`src/rtl/gpr_pkg.sv`:
```
// Shared types and default widths for the GPR write-back arbiter slice.
package gpr_pkg;

    localparam int DATA_WIDTH     = 32;
    localparam int GPR_ADDR_WIDTH = 5;

    typedef struct packed {
        logic [GPR_ADDR_WIDTH-1:0] rd;
        logic [DATA_WIDTH-1:0]     data;
    } wb_req_t;

    typedef enum logic [0:0] {
        NORMAL = 1'b0,
        STARVE = 1'b1
    } arb_state_e;

endpackage

```
`src/rtl/gpr_wb_bypass.sv`:
```
// Single read-port forwarding mux: returns the in-flight write data when it targets rs.
module gpr_wb_bypass #(
    parameter int DATA_WIDTH     = 32,
    parameter int GPR_ADDR_WIDTH = 5
) (
    input  logic                      wr_data_en,
    input  logic [GPR_ADDR_WIDTH-1:0] rd,
    input  logic [DATA_WIDTH-1:0]     wr_data,
    input  logic [GPR_ADDR_WIDTH-1:0] rs,
    input  logic [DATA_WIDTH-1:0]     rs_data_r,
    output logic [DATA_WIDTH-1:0]     rs_fwd
);

    // x0 is never forwarded since it is hardwired to zero in the register file
    always_comb begin
        if (wr_data_en && (rd == rs) && (rs != '0)) begin
            rs_fwd = wr_data;
        end else begin
            rs_fwd = rs_data_r;
        end
    end

endmodule

```
`src/rtl/gpr_wb_arbiter.sv`:
```
// GPR write-port arbiter: ALU priority with LSU starvation guard, registered write port.
// Optional rs1/rs2 forwarding enabled by defining GPR_WB_BYPASS_EN.
module gpr_wb_arbiter
    import gpr_pkg::*;
#(
    parameter int DATA_WIDTH     = gpr_pkg::DATA_WIDTH,
    parameter int GPR_ADDR_WIDTH = gpr_pkg::GPR_ADDR_WIDTH,
    parameter int STARVE_LIMIT   = 4
) (
    input  logic                      reg_clk,
    input  logic                      reg_rst,
    input  logic                      alu_wb_valid,
    output logic                      alu_wb_ready,
    input  logic [GPR_ADDR_WIDTH-1:0] alu_wb_rd,
    input  logic [DATA_WIDTH-1:0]     alu_wb_data,
    input  logic                      lsu_wb_valid,
    output logic                      lsu_wb_ready,
    input  logic [GPR_ADDR_WIDTH-1:0] lsu_wb_rd,
    input  logic [DATA_WIDTH-1:0]     lsu_wb_data,
    output logic                      wr_data_en,
    output logic [GPR_ADDR_WIDTH-1:0] rd,
    output logic [DATA_WIDTH-1:0]     wr_data,
    output logic                      starve_active
`ifdef GPR_WB_BYPASS_EN
    ,
    input  logic [GPR_ADDR_WIDTH-1:0] rs1,
    input  logic [GPR_ADDR_WIDTH-1:0] rs2,
    input  logic [DATA_WIDTH-1:0]     rs1_data_r,
    input  logic [DATA_WIDTH-1:0]     rs2_data_r,
    output logic [DATA_WIDTH-1:0]     rs1_fwd,
    output logic [DATA_WIDTH-1:0]     rs2_fwd
`endif
);

    localparam int            CW      = $clog2(STARVE_LIMIT + 1);
    localparam logic [CW-1:0] LIMIT_C = CW'(STARVE_LIMIT);

    arb_state_e    state, state_next;
    logic [CW-1:0] starve_cnt, cnt_next;
    logic          alu_hs, lsu_hs;

    // Grants are mutually exclusive when both requesters are valid
    always_comb begin
        alu_wb_ready = (state == NORMAL) || !lsu_wb_valid;
        lsu_wb_ready = (state == STARVE) || !alu_wb_valid;
        alu_hs       = alu_wb_valid && alu_wb_ready;
        lsu_hs       = lsu_wb_valid && lsu_wb_ready;
    end

    // Next state and starvation counter
    always_comb begin
        state_next = state;
        cnt_next   = starve_cnt;
        case (state)
            NORMAL: begin
                if (lsu_hs || !lsu_wb_valid) begin
                    cnt_next = '0;
                end else if (starve_cnt < LIMIT_C) begin
                    cnt_next = starve_cnt + CW'(1);
                end else begin
                    cnt_next = starve_cnt;
                end
                state_next = (cnt_next == LIMIT_C) ? STARVE : NORMAL;
            end
            STARVE: begin
                cnt_next   = '0;
                state_next = lsu_hs ? NORMAL : STARVE;
            end
            default: begin
                cnt_next   = '0;
                state_next = NORMAL;
            end
        endcase
    end

    // State and counter registers
    always_ff @(posedge reg_clk or posedge reg_rst) begin
        if (reg_rst) begin
            state      <= NORMAL;
            starve_cnt <= '0;
        end else begin
            state      <= state_next;
            starve_cnt <= cnt_next;
        end
    end

    // Registered write port; address/data hold when no handshake, x0 writes never enable
    always_ff @(posedge reg_clk or posedge reg_rst) begin
        if (reg_rst) begin
            wr_data_en <= 1'b0;
            rd         <= '0;
            wr_data    <= '0;
        end else if (lsu_hs) begin
            wr_data_en <= (lsu_wb_rd != '0);
            rd         <= lsu_wb_rd;
            wr_data    <= lsu_wb_data;
        end else if (alu_hs) begin
            wr_data_en <= (alu_wb_rd != '0);
            rd         <= alu_wb_rd;
            wr_data    <= alu_wb_data;
        end else begin
            wr_data_en <= 1'b0;
        end
    end

    assign starve_active = (state == STARVE);

`ifdef GPR_WB_BYPASS_EN
    gpr_wb_bypass #(
        .DATA_WIDTH     (DATA_WIDTH),
        .GPR_ADDR_WIDTH (GPR_ADDR_WIDTH)
    ) u_bypass_rs1 (
        .wr_data_en (wr_data_en),
        .rd         (rd),
        .wr_data    (wr_data),
        .rs         (rs1),
        .rs_data_r  (rs1_data_r),
        .rs_fwd     (rs1_fwd)
    );

    gpr_wb_bypass #(
        .DATA_WIDTH     (DATA_WIDTH),
        .GPR_ADDR_WIDTH (GPR_ADDR_WIDTH)
    ) u_bypass_rs2 (
        .wr_data_en (wr_data_en),
        .rd         (rd),
        .wr_data    (wr_data),
        .rs         (rs2),
        .rs_data_r  (rs2_data_r),
        .rs_fwd     (rs2_fwd)
    );
`endif

endmodule

```
`config.mk`:
```
export PLATFORM = sky130hd
export DESIGN_NAME = gpr_wb_arbiter
export DESIGN_NICKNAME = d
export VERILOG_FILES = /design/src/rtl/gpr_pkg.sv /design/src/rtl/gpr_wb_bypass.sv /design/src/rtl/gpr_wb_arbiter.sv
export SDC_FILE = /design/constraint.sdc
export NUM_CORES = 1
export LEC_CHECK = 0
export ABC_AREA = 1
export BUFFER_PORTS_ARGS = -buffer_cell sky130_fd_sc_hd__buf_4
export CORE_UTILIZATION = 40
export DETAILED_ROUTE_END_ITERATION = 10
export GPL_TIMING_DRIVEN = 1
export PLACE_DENSITY = 0.81
export SLEW_MARGIN = 40
export SYNTH_ARGS = -nofsm -noshare
export SYNTH_HDL_FRONTEND = slang
export SYNTH_HIERARCHICAL = 1
export SYNTH_SLANG_ARGS = --single-unit
```
`constraint.sdc`:
```
create_clock -name reg_clk -period 1.1 [get_ports reg_clk]
set_input_delay 0.055 -clock reg_clk [delete_from_list [all_inputs] [get_ports reg_clk]]
set_output_delay 0.055 -clock reg_clk [all_outputs]
set_load 0.03 [all_outputs]
```
==> out/results.tsv, run 1 <==
stage	metric	value	unit
clock_tree	number of H-tree levels	2	
sta	measured slew at the worst slew-check pin	268	ps
die	Initial Utilization	42.2	%
critical_path	WP data arrival	1380	ps
die	number of core rows	26	
yosys	synthesized area per cell	7.59	um^2
routing	Wirelength per Cell	14.7	um
routing	Via density	4.95	
sta	Max Clock Freq	0.830	GHz
yosys	Synth area leaders	dfrtp_1 48%, nand2_1 21%, nand3_1 9.1%, o21ai_1 7.8%, buf_6 5.1%	
hold_path	Hold Crit Start	alu_wb_data[15]	
sta	Final Cycle Share	110	%
cells_and_area	layout cells sized above 1	40.5	%
die	Die Width	76.1	um
die	CORE AREA	5200	um^2
clock_tree	root buffer cell	clkbuf_8	
routing	Routed WL	7650	um
placed_design	Area after DPL	3160	um^2
critical_path	kind of critical path	reg -> reg	
yosys	synth warn	6	
cells_and_area	Syn-to-layout area delta	78.7	%
clock_tree	Clock Pin Slew Worst Setup and Hold Paths	80	ps
critical_path	worst-path fanout max	18	
placed_design	post-DP HPWL	4260	um
yosys	post-synthesis sequential area ratio	47.9	%
yosys	Mapped Nets	368	
cells_and_area	post-route cell area	3920	um^2
routing	DR pass1 iterations	4	
die	Ports	119	
clock_tree	clk sink count	42	
critical_path	CP startpoint kind	register	
critical_path	FF-to-FF Start	starve_active	
hold_path	min-delay worst type	in -> reg	
placed_design	Placer Congestion	0.797	
global_route	total track usage	25.7	%
routing	drt initial violations	167	
global_route	wire length of the first global-routing pass	11800	um
global_route	GRT overflow	0	
yosys	Mapped Cells	289	
sta	Final Skew	4.89	ps
global_route	number of global-route vias before repair	2526	
clock_tree	Worst-Skew Late Latency	290	ps
sta	Slew headroom	82.1	%
power_and_ir_drop	LEAKAGE	2.11	nW
sta	Final WS setup	-105	ps
power_and_ir_drop	Pwr Density	1120	nW/um^2
status	status	finished, violations left	
sta	final hold vios	0	
sta	Final min period	1200	ps
placed_design	PortBufs	118	
global_route	initial antenna violation count	0	
clock_tree	largest buffer count on any clock path	2	
status	failing checks	negative setup slack	
critical_path	crit end category	register	
sta	Final Setup Violations	40	
critical_path	CP startpoint	starve_active	
sta	unrepaired setup endpoints after global routing	yes	
routing	via count	2586	
run	max cap viols	0	
cells_and_area	n_diodes	0	
routing	DRC	0	
yosys	library cells used by synthesis	14	
routing	Final ANT Viol Nets	0	
global_route	largest net degree at the start of global routing	43	
sta	hold_ws	61.2	ps
critical_path	required time of the worst setup path	1280	ps
clock_tree	CTS tree	built	
sta	fin. max-slew vios	0	
cells_and_area	# nets final	530	
die	Die ar.	5790	um^2
yosys	Yosys reg bits	42	
yosys	top cell type's share of synthesized area	47.9	%
clock_tree	Num CTS Buffers	5	
power_and_ir_drop	largest vdd supply drop	0.000777	V
die	Die Span Y	76.1	um
yosys	post-synth top area cell	dfrtp_1	
yosys	post-synthesis cell area	2190	um^2
final cells by class:
cell class,instances,area [um^2]
fillers,382,1280
inverters,15,58.8
clock inverters,1,5.00
flip-flops and latches,42,1050
multi-input cells,212,1050
repair buffers,175,1580
well taps,70,87.6
clock buffers,7,86.3
flip-flops by register name (all words and copies together) (netlist names):
name and cells:
rd 5, wr_data 32, starve_active 1, starve_cnt 3
wr_data_en 1
repair_timing:
action / CTS / global route
buffers inserted: 0 / 3
cloned: 3 / 2
pin swaps: 1 / 3
endpoints found under the setup margin: 41 / 43
hold buffers: 36 / 0
endpoints found under the hold margin: 77 / 0
resized for setup: 10 / 33
cells in the mapped netlist, drive strengths merged:
| library cell | number |
|---|---|
| nand4 | 1 |
| nand3 | 40 |
| inv | 15 |
| ha | 1 |
| o21ai | 38 |
| dfrtp | 42 |
| nand2 | 125 |
| nor2 | 6 |
| buf | 20 |
| and2 | 1 |
power by group:
| group | total, mW | leakage [nW] | internal (mW) | switching [mW] |
|---|---|---|---|---|
| Clock | 1.02 | 0.0482 | 0.507 | 0.513 |
| Sequential | 1.81 | 0.496 | 1.70 | 0.101 |
| Combinational | 1.58 | 1.56 | 0.734 | 0.849 |
| Total | 4.41 | 2.11 | 2.94 | 1.46 |
through the flow:
step                TNS (ps)  setup WS (ps)  cells  power [mW]  util [%]
floorplan              -7150           -191    289        2.55         -
global route           -5020           -170    522        4.62      75.3
global placement        -511          -27.6    470        3.09      60.7
detailed placement     -1290          -72.0    470        3.13      60.7
CTS                    -2720          -87.0    517        4.31      71.9
finish                 -2620           -105    522        4.41      75.3
path summary, 6_finish.rpt:
check	to	slack, ps	cells past startpoint
hold / removal	wr_data[15]	60	5
setup reg to reg	rd[1]	-100	6
max in group asynchronous	starve_active	520	4
hold reg to reg	wr_data[7]	510	2
min in group asynchronous	rd[1]	360	4
setup / recovery	rd[1]	-100	6
layer usage:
layer	share of wire, %	vias up	global-route usage (%)
met3	5.3	17	4.55
met4	2.0	0	8.85
met1	37	1211	28.7
li1	-	1244	-
met5	0	-	0
met2	55	114	48.8
worst max-delay path: stages (launching register included):
cell,delay [ps]
dfrtp_2,370
inv_2,50
nand2_4,80
nand2_8,90
bufbuf_16,300
o21ai_2,130
nand2_1,70
cells in the final DEF (no fill, tap or decap), types with 2 or more instances in the layout:
master,n
buf_4,122
nand2_1,118
dfrtp_1,41
nand3_1,38
dlygate4sd3_1,36
o21ai_2,21
o21ai_1,14
inv_1,12
buf_6,7
clkbuf_8,6
nor2_1,5
buf_12,5
nand2_2,4
inv_2,2
nand2_4,2
nand3_2,2
o21ai_0,2
bufbuf_16,2
logic make-up (layout without fill, tap and decap cells):
kind of cell    Yosys count  in the layout  share of synthesized area (%)
compound gates           38             38                           8.67
fa+ha+maj                 1              1                          0.570
buf+inv                  35            198                           10.5
flops                    42             42                           47.9
simple gates            173            173                           32.3
Note: power is estimated with default switching activity, not from simulation.
==> inputs of run 2 (changes only) <==
--- a/config.mk
+++ b/config.mk
@@ -5,12 +5,11 @@
 export SDC_FILE = /design/constraint.sdc
 export NUM_CORES = 1
 export LEC_CHECK = 0
-export ABC_AREA = 1
 export BUFFER_PORTS_ARGS = -buffer_cell sky130_fd_sc_hd__buf_4
 export CORE_UTILIZATION = 40
 export DETAILED_ROUTE_END_ITERATION = 10
 export GPL_TIMING_DRIVEN = 1
-export PLACE_DENSITY = 0.81
+export PLACE_DENSITY = 0.78
 export SLEW_MARGIN = 40
 export SYNTH_ARGS = -nofsm -noshare
 export SYNTH_HDL_FRONTEND = slang
==> run 2 against run 1 <==
Compared with the run above: the run still ends with negative setup slack left; wire length shrank 2.2%; critical path depth shrank 2; hold slack lost 41 ps; setup slack lost 11 ps; via count shrank 9.6%; synthesized area grew 14%; power grew 5.3%; largest cell class is now multi-input combinational cells.
==> out/results.tsv, run 2 <==
stage	metric	value	unit	change
clock_tree	largest buffer count on any clock path	2		unchanged
global_route	largest net degree at the start of global routing	33		-23%
cells_and_area	Biggest register	wr_data		
yosys	Most used DFF post-synth	dfrtp_1		
critical_path	dominant delay contributor by cell family on the critical path	compound AO/OA/AOI/OAI gates		
power_and_ir_drop	switching share of power	30.1	%	-3.1 points
yosys	share of flip-flops with an asynchronous set or reset	100	%	unchanged
yosys	count leader, synth	dfrtp_1		
routing	Final ANT Viol Nets	0		unchanged
critical_path	r2r setup slk	-120	ps	about the same
sta	Final Setup Violations	36		-10%
critical_path	R2R cell count	4		-2
critical_path	crit end category	register		
yosys	post-synthesis cell area	2490	um^2	+14%
cells_and_area	most frequent cells in the layout	128 x buf_4, 41 x dfrtp_1, 33 x inv_1		
sta	Max Clock Freq	0.822	GHz	-0.94%
sta	hold_ws	20.6	ps	-40.5 ps
critical_path	kind of critical path	reg -> reg		
die	Die ar.	6550	um^2	+13%
die	CORE AREA	5960	um^2	+14%
yosys	post-synthesis sequential area ratio	42.1	%	-5.7 points
routing	Via density	5.32		+7.3%
sta	unrepaired setup endpoints after global routing	yes		
cells_and_area	Syn-to-layout area delta	62.9	%	
critical_path	worst-path fanout max	8		-10
placed_design	post-DP HPWL	4850	um	+14%
critical_path	slowest CP cell	dfrtp_2		
yosys	Mapped Cells	232		-20%
global_route	total track usage	20.9	%	-4.8 points
placed_design	pre-CTS worst setup slack	-96.0	ps	-24.0 ps
power_and_ir_drop	Flop pwr share	38.1	%	-2.9 points
placed_design	Placer Congestion	0.783		-1.7%
hold_path	Hold Crit Start	alu_wb_rd[4]		
sta	Final min period	1220	ps	+11.5 ps
run	max cap viols	0		unchanged
power_and_ir_drop	Internal	3.24	mW	+10%
critical_path	WP data arrival	1370	ps	about the same
global_route	wire length of the first global-routing pass	10500	um	-11%
cells_and_area	max FFs per register	32		unchanged
yosys	top cell type's share of synthesized area	42.1	%	-5.7 points
cells_and_area	Top Registers	wr_data: 32 flops, rd: 5 flops, starve_cnt: 3 flops		
die	Initial Utilization	41.9	%	-0.29 points
critical_path	FF-to-FF Start	starve_active		
sta	Total Neg Setup Slack	-2920	ps	-308 ps
placed_design	PortBufs	118		unchanged
yosys	Mapped Nets	311		-15%
critical_path	CP bufs+invs	1		-1
die	Die Span Y	81.0	um	+6.4%
sta	Final Cycle Share	111	%	+1.0 points
critical_path	required time of the worst setup path	1250	ps	-30 ps
hold_path	Hold EP	rd[4]		
sta	final hold vios	0		unchanged
power_and_ir_drop	Clk pwr share	27.3	%	+4.2 points
yosys	Synth top cells by count	42 x dfrtp_1, 37 x o22ai_1, 34 x inv_1		
critical_path	crit path cell chain	a21bo_4 > clkbuf_16 > o22ai_2 > a31oi_1		
hold_path	min-delay worst type	in -> reg		
cells_and_area	commonest non-fill, non-tap cell in the layout	buf_4		
power_and_ir_drop	Logic pwr share	34.7	%	-1.2 points
sta	Slew headroom	80.6	%	-1.5 points
routing	DR pass1 iterations	4		unchanged
cells_and_area	# nets final	443		-16%
global_route	initial antenna violation count	0		unchanged
cells_and_area	non-filler instance count after layout	440		-16%
sta	Final WS setup	-116	ps	-11.5 ps
placed_design	dpl cells	423		-10%
critical_path	Crit path largest cell delay	420	ps	+50 ps
yosys	Synth area leaders	dfrtp_1 42%, mux2_4 19%, o22ai_1 9.3%, a31oi_1 8.0%, inv_1 5.1%		
sta	measured slew at the worst slew-check pin	291	ps	+23.1 ps
routing	drt initial violations	128		-23%
power_and_ir_drop	LEAKAGE	1.98	nW	-5.8%
clock_tree	Clock Pin Slew Worst Setup and Hold Paths	80	ps	about the same
clock_tree	Num CTS Buffers	5		unchanged
yosys	synthesized area per cell	10.7	um^2	+42%
critical_path	CP startpoint	starve_active		
clock_tree	Worst-Skew Late Latency	290	ps	about the same
global_route	number of global-route vias before repair	2261		-10%
yosys	EDFF count, synth	0		unchanged
cells_and_area	n_diodes	0		unchanged
sta	Final Skew	4.32	ps	-0.570 ps
status	failing checks	negative setup slack		
clock_tree	root buffer cell	clkbuf_8		
power_and_ir_drop	largest vdd supply drop	0.000767	V	-1.3%
die	Ports	119		unchanged
yosys	Yosys reg bits	42		unchanged
die	number of core rows	28		+7.7%
clock_tree	CTS tree	built		
status	status	finished, violations left		
critical_path	CP startpoint kind	register		
routing	Wirelength per Cell	17.0	um	+16%
routing	Routed WL	7480	um	-2.2%
routing	DRC	0		unchanged
clock_tree	number of H-tree levels	2		unchanged
die	Die Width	81.0	um	+6.4%
routing	via count	2339		-9.6%
critical_path	Critical R2R Capture	wr_data[16]		
power_and_ir_drop	Final Power	4.64	mW	+5.3%
clock_tree	clk sink count	42		unchanged
yosys	post-synth top area cell	dfrtp_1		
sta	fin. max-slew vios	0		unchanged
power_and_ir_drop	sw power	1.40	mW	-4.4%
global_route	GRT overflow	0		unchanged
yosys	synth warn	6		unchanged
hold_path	worst hold stages	3		-2
cells_and_area	layout cells sized above 1	63.0	%	+23 points
yosys	library cells used by synthesis	23		+9
power_and_ir_drop	Pwr Density	1140	nW/um^2	+1.7%
-- run 2: cell count changes after synthesis, sizes merged, moves of 19 or more --
cell / change
a31oi: +32
inv: +19
mux2: +37
nand2: -124
nand3: -39
o21ai: -37
o22ai: +37
-- run 2: layout make-up --
class / instances / area (um^2)
Fill cell: 465 / 1890
Multi-Input combinational cell: 136 / 1440
Timing Repair Buffer: 145 / 1230
Sequential cell: 42 / 1050
Inverter: 34 / 128
Tap cell: 75 / 93.8
Clock buffer: 7 / 86.3
Clock inverter: 1 / 30.0
-- run 2: logic make-up (layout without fill, tap and decap cells) --
group / Yosys count / in the layout / synth area share, %
compound gates: 73 / 73 / 18.6
xor+xnor: 1 / 1 / 0.351
buf+inv: 54 / 187 / 12.2
fa+ha+maj: 1 / 1 / 0.502
simple gates: 23 / 23 / 4.42
mux: 38 / 38 / 21.8
flops: 42 / 42 / 42.1
-- run 2: how the worst max path moves through the flow --
stage	end	cells past startpoint
floorplan	wr_data[19]	6
global route	starve_active	4
finish	wr_data[16]	4
global placement	starve_active	4
CTS	starve_active	4
detailed placement	starve_active	4
-- run 2: tightest hold or removal path: cells and delay by family --
kind	cells	cell delay (ps)
buf+inv	1	80
simple gates	2	130
-- run 2: layer usage --
| metal | up-vias | share of wire, % | GRT usage (%) |
|---|---|---|---|
| li1 | 1104 | - | - |
| met1 | 1155 | 42 | 24.8 |
| met2 | 76 | 52 | 38.4 |
| met3 | 4 | 5.4 | 4.72 |
| met4 | 0 | 0.33 | 3.93 |
| met5 | - | 0 | 0 |
-- run 2: timing repair --
item                                    CTS  global route
endpoints found under the hold margin    32             0
cloned                                    0             3
buffers inserted                          1             2
pin swaps                                 0             4
endpoints found under the setup margin   35            39
hold buffers                              3             0
gates resized for setup                   9            47
-- run 2: power groups by stage --
stage / Combinational (mW) / Clock (mW) / Sequential, mW
4_1_cts: 1.42 / 1.29 / 1.77
6_report: 1.61 / 1.27 / 1.77
3_3_place_gp: 1.37 / 0 / 1.79
5_1_grt: 1.70 / 1.37 / 1.78
3_5_place_dp: 1.40 / 0 / 1.79
2_1_floorplan: 0.557 / 0 / 2.06
-- run 2: metrics by stage --
step / utilization, % / area (um^2)
after detailed placement: 59.0 / 3510
after CTS: 62.4 / 3710
after global placement: 59.0 / 3510
after floorplan: - / 2510
after global routing: 68.2 / 4060
final: 68.2 / 4060
==> inputs of run 3 (changes only) <==
--- a/config.mk
+++ b/config.mk
@@ -6,6 +6,7 @@
 export NUM_CORES = 1
 export LEC_CHECK = 0
 export BUFFER_PORTS_ARGS = -buffer_cell sky130_fd_sc_hd__buf_4
+export CORE_ASPECT_RATIO = 0.75
 export CORE_UTILIZATION = 40
 export DETAILED_ROUTE_END_ITERATION = 10
 export GPL_TIMING_DRIVEN = 1
@@ -15,3 +16,4 @@
 export SYNTH_HDL_FRONTEND = slang
 export SYNTH_HIERARCHICAL = 1
 export SYNTH_SLANG_ARGS = --single-unit
+export TNS_END_PERCENT = 50
==> run 3 against run 2 <==
Compared with the run above: the run still ends with negative setup slack left; via count down 3.7%; utilization down 1.6 points; critical path depth unchanged; fmax down 4.9%; clock skew up 0.58 ps; clock power down 22%; non-clock buffer count down 4; highest routed layer unchanged.
==> out/results.tsv, run 3 (synthesized netlist as in run 2, its figures left out) <==
stage	metric	value	unit	change
clock_tree	Clock Pin Slew Worst Setup and Hold Paths	80	ps	about the same
power_and_ir_drop	largest vdd supply drop	0.000529	V	-31%
die	Ports	119		unchanged
cells_and_area	area of the multi-input gates	1360	um^2	-5.6%
die	Die ar.	6560	um^2	about the same
power_and_ir_drop	LEAKAGE	1.95	nW	-1.7%
cells_and_area	max FFs per register	32		unchanged
global_route	total track usage	20.1	%	-0.73 points
hold_path	worst hold stages	3		unchanged
cells_and_area	register area	1050	um^2	unchanged
routing	DR pass1 iterations	4		unchanged
cells_and_area	Syn-to-layout area delta	58.0	%	
clock_tree	clk sink count	42		unchanged
sta	final hold vios	0		unchanged
sta	Final Setup Violations	37		+2.8%
sta	Final min period	1280	ps	+63.1 ps
placed_design	post-DP HPWL	4760	um	-1.9%
routing	Wirelength per Cell	15.6	um	-8.5%
status	failing checks	negative setup slack		
cells_and_area	Fillers	459		-1.3%
cells_and_area	most frequent cells in the layout	125 x buf_4, 41 x dfrtp_1, 33 x inv_1		
sta	hold_ws	14.8	ps	-5.85 ps
clock_tree	largest buffer count on any clock path	2		unchanged
status	status	finished, violations left		
sta	Max Clock Freq	0.782	GHz	-4.9%
die	number of core rows	24		-14%
critical_path	R2R cell count	4		unchanged
die	Initial Utilization	42.2	%	+0.28 points
critical_path	CP startpoint kind	register		
hold_path	min-delay worst type	in -> reg		
cells_and_area	# nets final	439		-0.90%
routing	drt initial violations	78		-39%
routing	Via density	5.13		-3.5%
critical_path	FF-to-FF Start	starve_cnt[0]		
power_and_ir_drop	Pwr Density	1090	nW/um^2	-4.3%
critical_path	required time of the worst setup path	1270	ps	+20 ps
placed_design	PortBufs	118		unchanged
placed_design	pre-CTS worst setup slack	-154	ps	-58.2 ps
global_route	number of global-route vias before repair	2300		+1.7%
routing	DRC	0		unchanged
clock_tree	Worst-Skew Late Latency	290	ps	about the same
sta	fin. max-slew vios	0		unchanged
power_and_ir_drop	Final Power	4.31	mW	-7.2%
global_route	largest net degree at the start of global routing	40		+21%
global_route	wire length of the first global-routing pass	10400	um	-1.4%
critical_path	r2r setup slk	-180	ps	-60 ps
global_route	initial antenna violation count	0		unchanged
cells_and_area	commonest non-fill, non-tap cell in the layout	buf_4		
placed_design	Area after DPL	3540	um^2	+0.82%
cells_and_area	post-route cell area	3940	um^2	-3.0%
routing	via count	2252		-3.7%
sta	Final Skew	4.91	ps	+0.584 ps
sta	Final WS setup	-180	ps	-63.1 ps
cells_and_area	n_diodes	0		unchanged
critical_path	CP startpoint	starve_cnt[0]		
cells_and_area	layout cells sized above 1	62.0	%	-0.96 points
sta	unrepaired setup endpoints after global routing	yes		
routing	Final ANT Viol Nets	0		unchanged
clock_tree	number of H-tree levels	2		unchanged
global_route	GRT overflow	0		unchanged
sta	Slew headroom	76.4	%	-4.1 points
clock_tree	Num CTS Buffers	5		unchanged
critical_path	Critical R2R Capture	starve_active		
clock_tree	root buffer cell	clkbuf_8		
cells_and_area	Top Registers	wr_data: 32 flops, rd: 5 flops, starve_cnt: 3 flops		
clock_tree	CTS tree	built		
placed_design	Placer Congestion	0.798		+1.9%
sta	Final Cycle Share	116	%	+5.7 points
die	Die Span Y	70.4	um	-13%
die	Die Width	93.2	um	+15%
cells_and_area	Biggest register	wr_data		
critical_path	end point of the critical path	starve_active		
critical_path	crit end category	register		
critical_path	WP data arrival	1450	ps	+80 ps
critical_path	kind of critical path	reg -> reg		
critical_path	worst-path fanout max	2		-6
die	CORE AREA	5920	um^2	-0.67%
run	max cap viols	0		unchanged
routing	Routed WL	6830	um	-8.7%
sta	measured slew at the worst slew-check pin	353	ps	+61.5 ps
run 3: layer usage:
| metal | GRT usage, % | wire length (um) | vias to the layer above |
|---|---|---|---|
| li1 | - | - | 1093 |
| met1 | 24.7 | 2960 | 1077 |
| met2 | 36.1 | 3480 | 77 |
| met3 | 4.14 | 355 | 5 |
| met4 | 4.62 | 37 | 0 |
| met5 | 0 | 0 | - |
run 3: where the power goes:
group | internal [mW] | switching, mW
combinational | 0.799 | 0.745
clock | 0.506 | 0.488
sequential | 1.68 | 0.0889
total | 2.99 | 1.32
run 3: worst max-delay path: stages, from the launching register on:
cell and delay [ps]:
dfrtp_1 410, ha_4 260, nor3b_2 190, nor2_1 60, o32ai_1 240
run 3: metrics by stage:
stage	util (%)	setup TNS (ps)	cells
after floorplan	-	-8290	232
after global placement	59.9	-895	427
after detailed placement	59.9	-1720	427
after CTS	62.8	-2810	438
after global routing	66.6	-4700	439
final	66.6	-3140	439
run 3: repair_timing:
| action | in CTS | in global routing |
|---|---|---|
| cloned | 0 | 1 |
| buffers inserted | 2 | 0 |
| hold endpoints to repair | 12 | 0 |
| endpoints found under the setup margin | 44 | 42 |
| hold buffers | 1 | 0 |
| pin swaps | 0 | 0 |
| gates resized for setup | 10 | 36 |
run 3: layout make-up:
type,instances,share of cell area (%)
Clock buffer,7,2.19
Timing Repair Buffer,141,30.7
Sequential cell,42,26.7
Inverter,34,3.24
Multi-Input combinational cell,136,34.6
Clock inverter,1,0.127
Tap cell,78,2.48
run 3: worst min path at each step:
stage / from / to / slack, ps
after floorplan: alu_wb_rd[0] / rd[0] / 200
after CTS: alu_wb_rd[2] / rd[2] / 3
after global placement: reg_rst / rd[2] / 50
after global routing: alu_wb_rd[2] / rd[2] / -0.01
after detailed placement: reg_rst / rd[2] / 50
final: alu_wb_rd[2] / rd[2] / 10
